## src/rtl/tilt_pkg.sv

```systemverilog
`default_nettype none
// ============================================================================
// Module : tilt_pkg
// Brief  : Shared encodings, arbiter state codes and default constants for
//          the tilt step scheduler.
// Rev    : 1.0  initial release
// ============================================================================
package tilt_pkg;

  typedef enum logic {AXIS_X = 1'b0, AXIS_Y = 1'b1} axis_e;
  typedef enum logic {DIR_INC = 1'b0, DIR_DEC = 1'b1} dir_e;

  typedef logic [1:0] state_t;
  localparam state_t ST_IDLE    = 2'd0;
  localparam state_t ST_OFFER_X = 2'd1;
  localparam state_t ST_OFFER_Y = 2'd2;

  localparam int DEADZONE_DEF   = 16;
  localparam int PERIOD_MAX_DEF = 255;
  localparam int PERIOD_MIN_DEF = 8;

  // Stronger tilt gives a shorter period, floored at pmin.
  function automatic logic [7:0] calc_period(input logic [7:0] mag, input int dz,
                                             input int pmax, input int pmin);
    int p;
    p = pmax - (int'(mag) - dz);
    if (p < pmin) p = pmin;
    if (p > 255) p = 255;
    return p[7:0];
  endfunction

endpackage
`default_nettype wire

```

## src/rtl/tilt_step_sched_if.sv

```systemverilog
`default_nettype none
// ============================================================================
// Module : tilt_step_sched_if
// Brief  : Ball-move request handshake between scheduler and ball module.
// Rev    : 1.0  initial release
// ============================================================================
interface tilt_step_sched_if;
  logic step_valid;
  logic step_axis;
  logic step_dir;
  logic step_ready;

  modport master (output step_valid, output step_axis, output step_dir, input step_ready);
  modport slave  (input step_valid, input step_axis, input step_dir, output step_ready);
endinterface
`default_nettype wire

```

## src/rtl/tilt_axis_timer.sv

```systemverilog
`default_nettype none
// ============================================================================
// Module : tilt_axis_timer
// Brief  : Per-axis magnitude, period, tick counter, pending flag and
//          latched direction.
// Rev    : 1.0  initial release
// ============================================================================
module tilt_axis_timer
  import tilt_pkg::*;
#(
  parameter int DEADZONE   = DEADZONE_DEF,
  parameter int PERIOD_MAX = PERIOD_MAX_DEF,
  parameter int PERIOD_MIN = PERIOD_MIN_DEF
) (
  input  logic       clk,
  input  logic       reset,
  input  logic [8:0] sample,
  input  logic       enable,
  input  logic       tick,
  input  logic       grant,
  output logic       pending,
  output logic       dir,
  output logic       active
);

  logic [8:0] neg;
  logic [7:0] mag;
  logic [7:0] period;
  logic [7:0] count;
  logic [8:0] next_cnt;
  logic       run;
  logic       reach;
  logic       fire;

  always_comb begin
    neg = 9'd0 - sample;
    if (!sample[8])  mag = sample[7:0];
    else if (neg[8]) mag = 8'hFF;   // -256 has no 8-bit magnitude
    else             mag = neg[7:0];
  end

  assign period   = calc_period(mag, DEADZONE, PERIOD_MAX, PERIOD_MIN);
  assign active   = int'(mag) > DEADZONE;
  assign run      = enable && active;
  assign next_cnt = {1'b0, count} + 9'd1;
  assign reach    = tick && (next_cnt >= {1'b0, period});
  // A transfer in the same cycle frees the slot, so the new request wins.
  assign fire     = run && reach && (!pending || grant);

  always_ff @(posedge clk or posedge reset) begin
    if (reset) begin
      count   <= 8'd0;
      pending <= 1'b0;
      dir     <= 1'b0;
    end else begin
      if (!run)
        count <= 8'd0;
      else if (reach)
        count <= fire ? 8'd0 : period;
      else if (tick)
        count <= next_cnt[7:0];

      if (fire) begin
        pending <= 1'b1;
        dir     <= sample[8] ? DIR_DEC : DIR_INC;
      end else if (grant) begin
        pending <= 1'b0;
      end
    end
  end

endmodule
`default_nettype wire

```

## src/rtl/tilt_step_sched.sv

```systemverilog
`default_nettype none
// ============================================================================
// Module : tilt_step_sched
// Brief  : Tilt-driven ball step scheduler: prescaler, two axis timers and a
//          round-robin request arbiter. TILT_SMOOTH_EN averages samples.
// Rev    : 1.0  initial release
// ============================================================================
module tilt_step_sched
  import tilt_pkg::*;
#(
  parameter int TICK_DIV   = 100000,
  parameter int SIMULATE   = 0,
  parameter int DEADZONE   = DEADZONE_DEF,
  parameter int PERIOD_MAX = PERIOD_MAX_DEF,
  parameter int PERIOD_MIN = PERIOD_MIN_DEF
) (
  input  logic       clk,
  input  logic       reset,
  input  logic [8:0] accel_x,
  input  logic [8:0] accel_y,
  input  logic       accel_valid,
  input  logic       enable,
  output logic [1:0] active,
  tilt_step_sched_if.master step
);

  localparam int TDIV = (SIMULATE != 0) ? 4 : TICK_DIV;
  localparam int PW   = (TDIV > 1) ? $clog2(TDIV) : 1;

  logic [PW-1:0] pre_cnt;
  logic          tick;
  logic [8:0]    sample_x;
  logic [8:0]    sample_y;
  logic          pend_x, pend_y;
  logic          dir_x, dir_y;
  logic          grant_x, grant_y;
  state_t        state, state_nx;
  axis_e         last;

  assign tick = (pre_cnt == PW'(TDIV - 1));

  always_ff @(posedge clk or posedge reset) begin
    if (reset)     pre_cnt <= '0;
    else if (tick) pre_cnt <= '0;
    else           pre_cnt <= pre_cnt + 1'b1;
  end

`ifdef TILT_SMOOTH_EN
  logic [8:0] prev_x, prev_y;

  always_ff @(posedge clk or posedge reset) begin
    if (reset) begin
      prev_x   <= 9'd0;
      prev_y   <= 9'd0;
      sample_x <= 9'd0;
      sample_y <= 9'd0;
    end else if (accel_valid) begin
      prev_x   <= accel_x;
      prev_y   <= accel_y;
      sample_x <= 9'(($signed({accel_x[8], accel_x}) + $signed({prev_x[8], prev_x})) >>> 1);
      sample_y <= 9'(($signed({accel_y[8], accel_y}) + $signed({prev_y[8], prev_y})) >>> 1);
    end
  end
`else
  always_ff @(posedge clk or posedge reset) begin
    if (reset) begin
      sample_x <= 9'd0;
      sample_y <= 9'd0;
    end else if (accel_valid) begin
      sample_x <= accel_x;
      sample_y <= accel_y;
    end
  end
`endif

  tilt_axis_timer #(.DEADZONE(DEADZONE), .PERIOD_MAX(PERIOD_MAX), .PERIOD_MIN(PERIOD_MIN))
  u_timer_x (
    .clk(clk), .reset(reset), .sample(sample_x), .enable(enable), .tick(tick),
    .grant(grant_x), .pending(pend_x), .dir(dir_x), .active(active[0])
  );

  tilt_axis_timer #(.DEADZONE(DEADZONE), .PERIOD_MAX(PERIOD_MAX), .PERIOD_MIN(PERIOD_MIN))
  u_timer_y (
    .clk(clk), .reset(reset), .sample(sample_y), .enable(enable), .tick(tick),
    .grant(grant_y), .pending(pend_y), .dir(dir_y), .active(active[1])
  );

  assign grant_x = (state == ST_OFFER_X) && step.step_ready;
  assign grant_y = (state == ST_OFFER_Y) && step.step_ready;

  // An offer is only left on a transfer, keeping the payload stable.
  always_comb begin
    state_nx = state;
    case (state)
      ST_IDLE: begin
        if (pend_x && (!pend_y || last == AXIS_Y)) state_nx = ST_OFFER_X;
        else if (pend_y)                          state_nx = ST_OFFER_Y;
      end
      ST_OFFER_X: if (step.step_ready) state_nx = pend_y ? ST_OFFER_Y : ST_IDLE;
      ST_OFFER_Y: if (step.step_ready) state_nx = pend_x ? ST_OFFER_X : ST_IDLE;
      default:    state_nx = ST_IDLE;
    endcase
  end

  always_ff @(posedge clk or posedge reset) begin
    if (reset) begin
      state <= ST_IDLE;
      last  <= AXIS_Y;
    end else begin
      state <= state_nx;
      if (grant_x)      last <= AXIS_X;
      else if (grant_y) last <= AXIS_Y;
    end
  end

  assign step.step_valid = (state != ST_IDLE);
  assign step.step_axis  = (state == ST_OFFER_Y);
  assign step.step_dir   = (state == ST_OFFER_X) ? dir_x :
                           (state == ST_OFFER_Y) ? dir_y : 1'b0;

endmodule
`default_nettype wire

```

## src/flat_wrapper.sv

```systemverilog
// flat-port wrapper written by rule: the top's interface ports become plain ports
module tilt_step_sched_flat import tilt_pkg::*;
#(
  parameter int TICK_DIV   = 100000,
  parameter int SIMULATE   = 0,
  parameter int DEADZONE   = DEADZONE_DEF,
  parameter int PERIOD_MAX = PERIOD_MAX_DEF,
  parameter int PERIOD_MIN = PERIOD_MIN_DEF
)
  (clk, reset, accel_x, accel_y, accel_valid, enable, active, step_step_valid, step_step_axis, step_step_dir, step_step_ready);
  tilt_step_sched_if step_i ();
  input  logic clk;
  input  logic reset;
  input  logic [8:0] accel_x;
  input  logic [8:0] accel_y;
  input  logic accel_valid;
  input  logic enable;
  output logic [1:0] active;
  output wire logic [$bits(step_i.step_valid)-1:0] step_step_valid;
  output wire logic [$bits(step_i.step_axis)-1:0] step_step_axis;
  output wire logic [$bits(step_i.step_dir)-1:0] step_step_dir;
  input wire logic [$bits(step_i.step_ready)-1:0] step_step_ready;
  assign step_step_valid = step_i.step_valid;
  assign step_step_axis = step_i.step_axis;
  assign step_step_dir = step_i.step_dir;
  assign step_i.step_ready = step_step_ready;
  tilt_step_sched #(.TICK_DIV(TICK_DIV), .SIMULATE(SIMULATE), .DEADZONE(DEADZONE), .PERIOD_MAX(PERIOD_MAX), .PERIOD_MIN(PERIOD_MIN)) u_core (.clk(clk), .reset(reset), .accel_x(accel_x), .accel_y(accel_y), .accel_valid(accel_valid), .enable(enable), .active(active), .step(step_i));
endmodule
```

## config.mk

```make
export PLATFORM = sky130hd
export DESIGN_NAME = tilt_step_sched_flat
export DESIGN_NICKNAME = d
export VERILOG_FILES = /design/src/rtl/tilt_pkg.sv /design/src/rtl/tilt_step_sched_if.sv /design/src/rtl/tilt_axis_timer.sv /design/src/rtl/tilt_step_sched.sv /design/src/flat_wrapper.sv
export SDC_FILE = /design/constraint.sdc
export NUM_CORES = 1
export LEC_CHECK = 0
export ABC_AREA = 1
export ABC_CLOCK_PERIOD_IN_PS = 5600
export CORE_UTILIZATION = 40
export DETAILED_ROUTE_END_ITERATION = 10
export SLEW_MARGIN = 40
export SYNTH_ARGS = -nofsm -noshare
export SYNTH_HDL_FRONTEND = slang
export SYNTH_HIERARCHICAL = 1
export SYNTH_SLANG_ARGS = --single-unit
```

## constraint.sdc

```tcl
create_clock -name clk -period 5.6 [get_ports clk]
set_input_delay 0.56 -clock clk [delete_from_list [all_inputs] [get_ports clk]]
set_output_delay 0.56 -clock clk [all_outputs]
set_load 0.01 [all_outputs]
```

==> reports/qor.csv, run 1 <==
metric,value,unit
status,finished clean,
cts_setup_buffers,0,
synth_area,4920,µm²
dp.cells,825,
coreArea,12000,µm²
rsz0062_at_grt,false,
worstSetupPathType,reg2reg,
ant_nets,0,
hold_class,in2async,
viasPerCell,5.03,
cts_made_buffers,9,
hpwl,8670,µm
synthTopCellsByCount,"nand2_1 (152), nor2_1 (83), inv_1 (75), dfrtp_1 (57), nand3_1 (51)",
gp_congestion,0.926,
synth_seq_cells,58,
arrival,3910,ps
track_usage,18.7,%
setup_ws,1910,ps
seq_area,1450,µm²
clock_latency,330,ps
syn_inst,658,
cts_tree,built,
dieArea,12700,µm²
num_rows,40,
clockBufferDepth,2,
clkSinkCount,58,
multi_input_area,3040,µm²
synth_top_area_cell,dfrtp_1,
period_share,66.0,%
drt_iter0_markers,315,
htreeDepth,3,
grt_pass1_vias,4140,
clock_skew,6.23,ps
startpoint,u_core/sample_y[1],
grt_max_degree,36,
pre_cts_ws,1960,ps
dieHeight,113,µm
routedWlPerCell,13.0,µm
n_fill_cell,1220,
hold_viol,0,
area_growth,12.8,%
drive_gt1_share,20.0,%
vias,4233,
diodes,0,
timing.rr.end,u_core/u_timer_y/count[4],
synth_edf_count,0,
syn_avg_cell_area,7.47,µm²
r2r-start,u_core/sample_y[1],
setup_viol,0,
power_density,222,nW/µm²
maxSlewViolCount,0,
cts_resized,0,
clkTransAtPathRegs,50,ps
setup.worst_path.start_class,flip-flop,
p_leak,2.84,nW
ys_seq_area_share,29.5,%
fin_tns_setup,0,ps
cts_root_buf,clkbuf_16,
ys_warn_count,6,
io_buffers,27,
synth_top_area_share,29.0,%
max-cap-violations,0,
cp_data_required_time,5810,ps
fmax,0.271,GHz
cp_max_fo,11,
grt_pass1_wl,19100,µm
routed_wirelength,10900,µm
tightest_slew,477,ps
synth_cell_types,35,
slew_headroom,68.2,%
dr.pass1.iters,4,
final.min_clock_period,3690,ps
syn-num-nets,708,
cts_hold_buf,0,
die_x,113,µm
overflow,0,
ios,28,
cp-end-kind,flip-flop,
finalNetCount,739,
reg2reg_slack,1910,ps
synth_area_leaders,"dfrtp_1 (29%), nand2_1 (12%), ha_1 (6.9%), nor2_1 (6.3%), inv_1 (5.7%)",
synth.most_common_cell,nand2_1,
synth_top_flop_cell,dfrtp_1,
initial_core_util,40.9,%
fin_cells,841,
synthArstFlopShare,100,%
antenna_found_initial,0,
drc,0,
worstRegToRegCells,24,
vdd_drop_max,0.120,mV
-- where the power goes --
group	internal, W	switching [W]	total [W]	leakage, nW
sequential	0.000433	0.0000197	0.000453	0.752
combinational	0.000113	0.000176	0.000289	1.96
clock	0.000295	0.000193	0.000489	0.136
total	0.000841	0.000389	0.00123	2.84
-- metrics by stage --
step                instance area [µm²]  total power, W  util, %  hold WS (ps)
floorplan                          4920        0.000679        -           400
global placement                   5290        0.000745     44.0           472
detailed placement                 5290        0.000749     44.0           489
CTS                                5550         0.00124     46.2           487
global route                       5550         0.00130     46.2           496
finish                             5550         0.00123     46.2           487
-- kinds of logic after synthesis --
| logic type | count (synthesis) | share of synthesized area, % |
|---|---|---|
| multiplexers | 18 | 4.12 |
| flip-flops | 58 | 29.5 |
| buffers and inverters | 97 | 8.65 |
| XOR/XNOR | 17 | 3.03 |
| AND/OR/NAND/NOR | 390 | 41.8 |
| AO/OA/AOI/OAI | 51 | 6.03 |
| adder cells (fa/ha/maj) | 27 | 6.87 |
-- layout make-up --
class / instances / area share (%)
sequential: 58 / 26.2
clock buffer: 10 / 4.13
timing repair buffer: 28 / 4.92
inverter: 89 / 6.04
tap: 147 / 3.32
clock inverter: 6 / 0.609
multi-input combinational: 503 / 54.8
-- critical path, cell delays in order (launching register included) --
cell	delay, ps
dfrtp_1	370
inv_1	80
ha_1	220
nand2_2	100
inv_2	50
nand3_4	100
nand2_1	80
nor2_2	260
ha_1	240
nand2_2	100
nor2_1	140
nand3_2	200
nand2_1	120
nor2_1	50
ha_1	290
nand2_1	60
o21a_1	190
nor2_1	170
nor2_4	50
nand3_4	120
nand2_4	80
inv_1	190
nand3_1	140
nand3_1	110
nand2_1	60
-- sequential cells by signal (all words and copies together) (netlist names) --
register	flops
u_core/u_timer_y/count	8
u_core/u_timer_x/dir	1
u_core/state	2
u_core/u_timer_y/pending	1
u_core/sample_x	9
u_core/last	1
u_core/sample_y	9
u_core/pre_cnt	17
u_core/u_timer_x/count	8
u_core/u_timer_x/pending	1
u_core/u_timer_y/dir	1
-- worst max path at each step --
stage / to / slack, ps
after floorplan: u_core/u_timer_x/count[3] / 2350
after global placement: u_core/u_timer_y/count[4] / 2020
after detailed placement: u_core/u_timer_y/count[4] / 1960
after CTS: u_core/u_timer_y/count[4] / 1910
after global routing: u_core/u_timer_y/count[4] / 1550
final: u_core/u_timer_y/count[4] / 1910
-- cell usage in the layout, fill, tap and decap left out, types with 3 or more instances in the layout --
master	count
nand3b_1	12
clkdlybuf4s50_1	26
nand3_2	14
nand2_2	13
nor2_4	15
inv_2	13
nand2_1	152
nor2_2	22
nand4_1	8
mux2_2	18
nand3_4	8
clkbuf_16	9
inv_1	75
nor2_1	83
nand2_4	5
xnor2_1	4
xor2_1	13
dfrtp_1	57
clkinv_2	6
nand3_1	51
nor3_1	3
o21ai_0	7
o21ai_2	6
ha_1	27
a21oi_1	30
-- metal layers --
| metal | global-route usage, % | wire length (µm) | up-vias |
|---|---|---|---|
| met5 | 0 | 0 | - |
| met1 | 23.6 | 4990 | 1982 |
| met4 | 5.00 | 115 | 0 |
| met2 | 32.8 | 5420 | 73 |
| li1 | - | - | 2168 |
| met3 | 3.48 | 382 | 10 |
No activity file was read; power rests on OpenSTA's default activity.
==> run 2, diff against run 1 <==
- ABC_CLOCK_PERIOD_IN_PS: 5600 -> 3470
- clock period: 5.6 -> 3.47 ns (I/O delays scaled with it)
==> run 2 against run 1 <==
Clock power rose by 83%. Non-clock buffer count rose by 17. Register-to-register slack got worse by 1700 ps. Sequential share of layout area fell by 1.1 points. Die area did not move. Total power rose by 75%. Flip-flop and latch count did not move. Worst hold slack got worse by 200 ps. Global-route usage rose by 0.49 points. Critical endpoint unchanged. Utilization rose by 2.1 points. Via count rose by 1.9%. Wire length rose by 4.8%.
==> reports/qor.csv, run 2 (synthesized netlist as in run 1, its figures left out) <==
metric,value,unit,change
cts_made_buffers,9,,unchanged
critPathBufInv,3,,unchanged
routed_wirelength,11400,µm,was 10900 µm
track_usage,19.2,%,was 18.7%
viasPerCell,5.02,,was 5.03
grt_pass1_vias,4240,,was 4140
vias,4315,,was 4233
drive_gt1_share,24.3,%,was 20.0%
dr.pass1.iters,5,,was 4
fin_util,48.3,%,was 46.2%
area_growth,18.0,%,was 12.8%
clkSinkCount,58,,unchanged
cp_data_required_time,3730,ps,was 5810 ps
status,finished clean,,unchanged
clkTransAtPathRegs,50,ps,about the same
antenna_found_initial,0,,unchanged
slowest_delay,370,ps,about the same
crit_family,simple AND/OR/NAND/NOR gates,,unchanged
clock_latency,330,ps,about the same
worstRegToRegCells,23,,was 24
regMostFlops,u_core/pre_cnt,,unchanged
dieHeight,113,µm,unchanged
overflow,0,,unchanged
clock_skew,6.77,ps,was 6.23 ps
top_regs,"u_core/pre_cnt x17, u_core/sample_x x9, u_core/sample_y x9",,unchanged
ant_nets,0,,unchanged
die_x,113,µm,unchanged
hold_class,in2async,,unchanged
p_leak,2.92,nW,was 2.84 nW
largest_reg_flops,17,,unchanged
critical_path.most_common_cell,nand3_4,,was nand2_1
htreeDepth,3,,unchanged
arrival,3560,ps,was 3910 ps
hold_viol,0,,unchanged
worstSetupPathType,reg2reg,,unchanged
worst-path-stages,23,,was 24
cts_root_buf,clkbuf_16,,unchanged
num_rows,40,,unchanged
grt_pass1_wl,19500,µm,was 19100 µm
p_total,0.00216,W,was 0.00123 W
fmax,0.303,GHz,was 0.271 GHz
fin_tns_setup,0,ps,unchanged
n_fill_cell,1204,,was 1220
setup_viol,0,,unchanged
setup.worst_path.start_class,flip-flop,,unchanged
cts_hold_buf,0,,unchanged
worst_path_max_delay_cell,dfrtp_1,,unchanged
cp-end-kind,flip-flop,,unchanged
startpoint,u_core/sample_y[1],,unchanged
hpwl,8850,µm,was 8670 µm
initial_core_util,40.9,%,unchanged
gp_congestion,0.875,,was 0.926
io_buffers,27,,unchanged
slew_headroom,67.9,%,was 68.2%
drc,0,,unchanged
final.min_clock_period,3300,ps,was 3690 ps
ios,28,,unchanged
layout_common_cells,"nand2_1 (150), nor2_1 (79), inv_1 (71), dfrtp_1 (57), nand3_1 (51)",,"was nand2_1 (152), nor2_1 (83), inv_1 (75), dfrtp_1 (57), nand3_1 (51)"
coreArea,12000,µm²,unchanged
dp.cells,838,,was 825
finalNetCount,757,,was 739
routedWlPerCell,13.3,µm,was 13.0 µm
vdd_drop_max,0.198,mV,was 0.120 mV
r2r-start,u_core/sample_y[1],,unchanged
diodes,0,,unchanged
max-cap-violations,0,,unchanged
whs,288,ps,was 487 ps
grt_max_degree,36,,unchanged
final_common_cell,nand2_1,,unchanged
period_share,95.1,%,was 66.0%
maxSlewViolCount,0,,unchanged
drt_iter0_markers,309,,was 315
clockBufferDepth,2,,unchanged
fin_cells,859,,was 841
cp_max_fo,8,,was 11
power_density,371,nW/µm²,was 222 nW/µm²
cts_tree,built,,unchanged
tightest_slew,482,ps,was 477 ps
cp_cell_sequence,"inv_2, ha_4, nand2_2, inv_2, nand3_4, nand2_1, nor2_2, ha_1, nand2_2, nor2_4, nand3_4, a21oi_2, ha_1, a21oi_1, o21a_1, nor2_2, nor2_4, nand3_4, nand2_4, clkinvlp_4, nand3_1, nand3_1, nand2_1",,"was inv_1, ha_1, nand2_2, inv_2, nand3_4, nand2_1, nor2_2, ha_1, nand2_2, nor2_1, nand3_2, nand2_1, nor2_1, ha_1, nand2_1, o21a_1, nor2_1, nor2_4, nand3_4, nand2_4, inv_1, nand3_1, nand3_1, nand2_1"
dieArea,12700,µm²,unchanged
## run 2: cell type report
cell class | instances | area [µm²] | area share, %
multi-input cells | 504 | 3120 | 53.8
flip-flops and latches | 58 | 1450 | 25.0
repair buffers | 45 | 400 | 6.90
inverters | 89 | 343 | 5.91
clock buffers | 14 | 264 | 4.55
well taps | 147 | 184 | 3.17
clock inverters | 2 | 35.0 | 0.604
## run 2: timing repair
action / in CTS / in global routing
endpoints found under the setup margin: 0 / 20
setup buffers: 0 / 4
gates resized for setup: 0 / 23
endpoints found under the hold margin: 0 / 0
## run 2: final timing paths
kind | endpoint | slack [ps]
max reg2reg | u_core/u_timer_y/count[4] | 170
min | u_core/state[1] | 290
max | u_core/u_timer_y/count[4] | 170
min reg2reg | u_core/u_timer_x/dir | 500
min in group clk | u_core/u_timer_x/dir | 500
max in group asynchronous | u_core/pre_cnt[4] | 2490
## run 2: layer usage
metal  part of all wire, %  vias to the layer above  global-route usage, %
li1                      -                     2208                      -
met1                    46                     2034                   23.5
met5                     0                        -                      0
met3                   2.6                       18                   3.54
met2                    50                       55                   33.2
met4                   1.7                        0                   8.25
## run 2: through the flow
step | cell area, µm² | worst slack (ps)
finish | 5800 | 169
global route | 5800 | -20.4
CTS | 5680 | 23.1
detailed placement | 5380 | 52.6
global placement | 5390 | 122
floorplan | 4920 | 222
## run 2: power breakdown
group	total [W]	leakage, nW	switching (W)	internal (W)
Clock	0.000896	0.147	0.000302	0.000594
Combinational	0.000534	2.02	0.000316	0.000217
Sequential	0.000726	0.752	0.0000261	0.000700
